## config.mk

```make
export PLATFORM = sky130hd
export DESIGN_NAME = jt12_sh_ring
export DESIGN_NICKNAME = d
export VERILOG_FILES = /design/src/rtl/jt12_sh_ring.sv
export SDC_FILE = /design/constraint.sdc
export NUM_CORES = 1
export LEC_CHECK = 0
export ABC_AREA = 1
export BUFFER_PORTS_ARGS = -buffer_cell sky130_fd_sc_hd__buf_2
export CAP_MARGIN = 25
export CELL_PAD_IN_SITES_DETAIL_PLACEMENT = 2
export CELL_PAD_IN_SITES_GLOBAL_PLACEMENT = 2
export CORE_ASPECT_RATIO = 2
export CORE_UTILIZATION = 31
export DETAILED_ROUTE_END_ITERATION = 12
export HOLD_SLACK_MARGIN = 0.12
export PLACE_DENSITY = 0.8
export SLEW_MARGIN = 5
export SYNTH_ARGS = -nofsm -noshare
export SYNTH_HDL_FRONTEND = slang
export SYNTH_SLANG_ARGS = --single-unit
```

## constraint.sdc

```tcl
create_clock -name clk -period 1.15 [get_ports clk]
set_clock_uncertainty 0.2 [all_clocks]
set_input_delay 0.345 -clock clk [delete_from_list [all_inputs] [get_ports clk]]
set_output_delay 0.345 -clock clk [all_outputs]
set_load 0.05 [all_outputs]
```

## src/rtl/jt12_sh_ring.sv

```systemverilog
// jt12_sh_ring: width x stages slot ring with slot counter and a
// request/busy single-slot write port for time-multiplexed state.
//
// Ports:
//   rst      sync active-high reset
//   clk      clock
//   clk_en   ring advance enable
//   din      shift-in data (used when recirc=0)
//   wr_req   write request strobe
//   wr_slot  target slot for the write
//   wr_data  data inserted into the target slot
//   wr_busy  write pending
//   wr_err   one-cycle pulse: request rejected
//   drop     last stage (ring output)
//   tap_out  stage[tap]
//   slot     index of slot at drop / entering stage 1
//   zero     slot == 0
module jt12_sh_ring #(
  parameter int              width  = 5,
  parameter int              stages = 24,
  parameter logic [width-1:0] rstval = '0,
  parameter bit              recirc = 1'b1,
  parameter int              tap    = 12,
  parameter int              cw     = 5
) (
  input  logic             rst,
  input  logic             clk,
  input  logic             clk_en,
  input  logic [width-1:0] din,
  input  logic             wr_req,
  input  logic [cw-1:0]    wr_slot,
  input  logic [width-1:0] wr_data,
  output logic             wr_busy,
  output logic             wr_err,
  output logic [width-1:0] drop,
  output logic [width-1:0] tap_out,
  output logic [cw-1:0]    slot,
  output logic             zero
);

  localparam logic [cw:0]   NSTG = (cw+1)'(stages);
  localparam logic [cw-1:0] LAST = cw'(stages-1);

  // index 0 is stage 1, index stages-1 is stage[stages]
  logic [width-1:0] st_q [stages];
  logic [width-1:0] st_d [stages];
  logic [cw-1:0]    cnt_q, cnt_d;
  logic             busy_q, busy_d;
  logic             err_q, err_d;
  logic [cw-1:0]    ps_q, ps_d;
  logic [width-1:0] pd_q, pd_d;

  logic             hit;
  logic             slot_ok;
  logic [width-1:0] next_in;

  always_comb begin
    st_d    = st_q;
    cnt_d   = cnt_q;
    busy_d  = busy_q;
    err_d   = 1'b0;
    ps_d    = ps_q;
    pd_d    = pd_q;
    // only a registered pending write can hit, so a
    // request is never inserted in its acceptance cycle
    hit     = busy_q && (cnt_q == ps_q);
    slot_ok = {1'b0, wr_slot} < NSTG;
    if (hit) begin
      next_in = pd_q;
    end else if (recirc) begin
      next_in = st_q[stages-1];
    end else begin
      next_in = din;
    end
    if (clk_en) begin
      for (int k = 1; k < stages; k++) begin
        st_d[k] = st_q[k-1];
      end
      st_d[0] = next_in;
      cnt_d   = (cnt_q == LAST) ? '0 : cnt_q + 1'b1;
      if (hit) begin
        busy_d = 1'b0;
      end
    end
    if (wr_req) begin
      if (busy_q || !slot_ok) begin
        err_d = 1'b1;
      end else begin
        ps_d   = wr_slot;
        pd_d   = wr_data;
        busy_d = 1'b1;
      end
    end
  end

  always_ff @(posedge clk) begin
    if (rst) begin
      for (int k = 0; k < stages; k++) begin
        st_q[k] <= rstval;
      end
      cnt_q  <= '0;
      busy_q <= 1'b0;
      err_q  <= 1'b0;
      ps_q   <= '0;
      pd_q   <= '0;
    end else begin
      st_q   <= st_d;
      cnt_q  <= cnt_d;
      busy_q <= busy_d;
      err_q  <= err_d;
      ps_q   <= ps_d;
      pd_q   <= pd_d;
    end
  end

  assign drop    = st_q[stages-1];
  assign tap_out = st_q[tap-1];
  assign slot    = cnt_q;
  assign zero    = (cnt_q == '0);
  assign wr_busy = busy_q;
  assign wr_err  = err_q;

endmodule

```

==> flow_summary_export.csv <==
group,metric,value,unit
critical_path,cp_slowest_stage_delay,0.37,ns
power_and_ir_drop,leakagePower,0.00266,uW
sta,tightest_slew,0.315,ns
logic_synthesis,ys_types,28,
outcome,violations,"setup timing",
clocking,clock-root-buffer,"clkbuf_16",
critical_path,reg2reg_from,"slot[1]",
sta,hold_viol,0,
sta,fin_crit_sh,1.62,
floorplanning,fp.dieW,92.9,um
grt,grt_pass1_wl,29100,um
critical_path,cp_cell_sequence,"inv_4 -> ha_4 -> nand3_4 -> nor2_4 -> buf_6",
grt,grt_pass1_vias,5412,
detailed_routing,ant_nets,0,
place,place_hpwl,9800,um
critical_path,crit_required,0.60,ns
critical_path,cpLargestDelayFamily,"flip-flops",
clocking,cts_tree,"built",
logic_synthesis,ys_ff_latch,137,
critical_path,crit_buf_inv,2,
sta,relSlewSlack,0.790,
critical_path,worstSetupStartpointType,"flop",
detailed_routing,via_per_inst,5.16,
floorplanning,die_area,0.0171,mm^2
critical_path,critPathCaptureType,"output port",
grt,grt_max_degree,73,
critical_path,r2r_cells,9,
clocking,clock_path_buffers,2,
logic_synthesis,mappedNetlistNets,680,
sta,post-route-min-period,1.87,ns
place,dp_slack,-0.407,ns
detailed_routing,wl_per_cell,22.1,um
critical_path,path_max_fanout,3,
layout,final_util,0.454,
grt,grtUsageTotal,0.228,
floorplanning,core-area,0.0162,mm^2
critical_path,cp.depth,5,
place,gp_congestion,0.728,
clocking,h-tree-depth,4,
clocking,clkTransAtPathRegs,0.07,ns
logic_synthesis,synth-warning-count,0,
critical_path,path_class,"flop to output port",
layout,regArea,0.00278,mm^2
detailed_routing,drtPass1Iterations,4,
grt,antenna_found_initial,0,
layout,multi_input_area,0.00247,mm^2
sta,rsz0062_at_grt,"true",
sta,clock.fmax,535,MHz
layout,areaGrowthSynthToFinish,43.4,%
grt,grt-ovfl-total,0,
clocking,cts_sinks,137,
power_and_ir_drop,p_per_area,1570,mW/mm^2
critical_path,cpMaxStageDelayCell,"dfxtp_4",
hold_path,whs_path_depth,3,
detailed_routing,drt_wl_total,21200,um
detailed_routing,drc,0,
sta,hold_ws,0.120,ns
outcome,outcome,"finished with violations",
power_and_ir_drop,peakVddDrop,0.00125,V
clocking,clock_latency,0.44,ns
logic_synthesis,syn_inst,659,
floorplanning,die_h,184,um
floorplanning,placementRows,66,
logic_synthesis,avgSynthCellArea,7.77,um^2
logic_synthesis,ys_seq_area_frac,0.536,
sta,setup_ws,-0.719,ns
logic_synthesis,synth_area,0.00512,mm^2
layout,final_common_cell,"nand2_1",
critical_path,cp-startpoint,"slot[0]",
hold_path,hold_path_startpoint,"rst",
clocking,cts_buffers,17,
clocking,holdBufCountCts,9,
sta,finalSetupTns,-16.02,ns
layout,final_cell_mix,"242 x nand2_1, 119 x dfxtp_1, 111 x a21oi_1",
run,maxCapViolations,0,
layout,drive_gt1_frac,0.330,
floorplanning,start_util,0.316,
layout,final_nets,760,
sta,setup_viol,42,
layout,antenna_cells,0,
detailed_routing,drt-initial-drc-count,213,
detailed_routing,dr_total_vias,4932,
hold_path,hp-class,"primary input to flop",
critical_path,critical_path_arrival,1.32,ns
place,numPortBuffers,31,
layout,nFillCells,1754,
sta,slew_viol_final,0,
floorplanning,io-pin-count,37,
## path summary, 6_finish.rpt
path         slack, ns        to
min reg2reg       0.26  st_q[74]
min               0.12   wr_busy
max reg2reg      -0.61   slot[0]
max              -0.72      zero
## cell usage after synthesis (all sizes together)
cell type / instances / area [um^2]
nor2: 18 / 77.6
a21oi: 128 / 652
nor3b: 2 / 15.0
or2: 1 / 6.26
xor2: 1 / 8.76
inv: 15 / 56.3
ha: 2 / 25.0
nand4: 2 / 18.8
a211oi: 4 / 45.1
nand2: 268 / 1010
nor3: 1 / 5.00
dfxtp: 137 / 2740
nor4: 1 / 6.26
clkbuf: 14 / 52.6
xnor2: 2 / 25.0
buf: 41 / 253
nand3: 22 / 115
## through the flow
step                power, uW  instance area [um^2]  cells
finish                  11600                  7340    956
global route            11900                  7340    956
CTS                     11300                  7030    944
detailed placement       5740                  5780    885
global placement         5700                  5780    885
floorplan                5440                  5210    659
## cell type report
cell class	instances	share of cell area
clock buffers	20	0.0595
clock inverters	12	0.0176
inverters	15	0.00920
multi-input cells	453	0.336
flip-flops and latches	137	0.379
well taps	204	0.0348
repair buffers	115	0.164
## metal layers
layer	wire (um)	GRT usage	vias up
met5	0	0	-
met4	736	0.121	0
met3	540	0.0409	45
met2	12000	0.426	102
met1	7900	0.235	2522
li1	-	-	2263
## state kept, by name (all words and copies together), names as in the netlist
signal	count
tap_out	5
drop	5
slot	5
st_q	110
wr_err	1
pd_q	5
ps_q	5
wr_busy	1
## worst register-to-register path, delay by kind of cell (launching register included)
kind                     cells  cell delay [ns]
AO/OA/AOI/OAI                1             0.17
adder cells (fa/ha/maj)      1             0.17
buffers and inverters        5             0.60
flip-flops                   1             0.36
AND/OR/NAND/NOR              2             0.16
## logic make-up (layout without fill, tap and decap cells)
logic type      Yosys count  in the layout  share of synthesized area
buf+inv                  70            162                     0.0707
compound gates          132            132                      0.136
fa+ha+maj                 2              2                    0.00489
simple gates            315            316                      0.246
flops                   137            137                      0.536
xor+xnor                  3              3                    0.00660
## report_power, final
group          internal [uW]  switching (uW)
registers               4790            69.1
clock network           3180            2300
logic                    479             733
total                   8450            3100
## timing repair
action | 4_1_cts | 5_1_grt
buffers inserted | 17 | 13
cloned | 1 | 0
hold endpoints to repair | 10 | 1
setup endpoints to repair | 39 | 40
pin swaps | 26 | 25
resized for setup | 127 | 58
No activity file was read; power rests on OpenSTA's default activity.
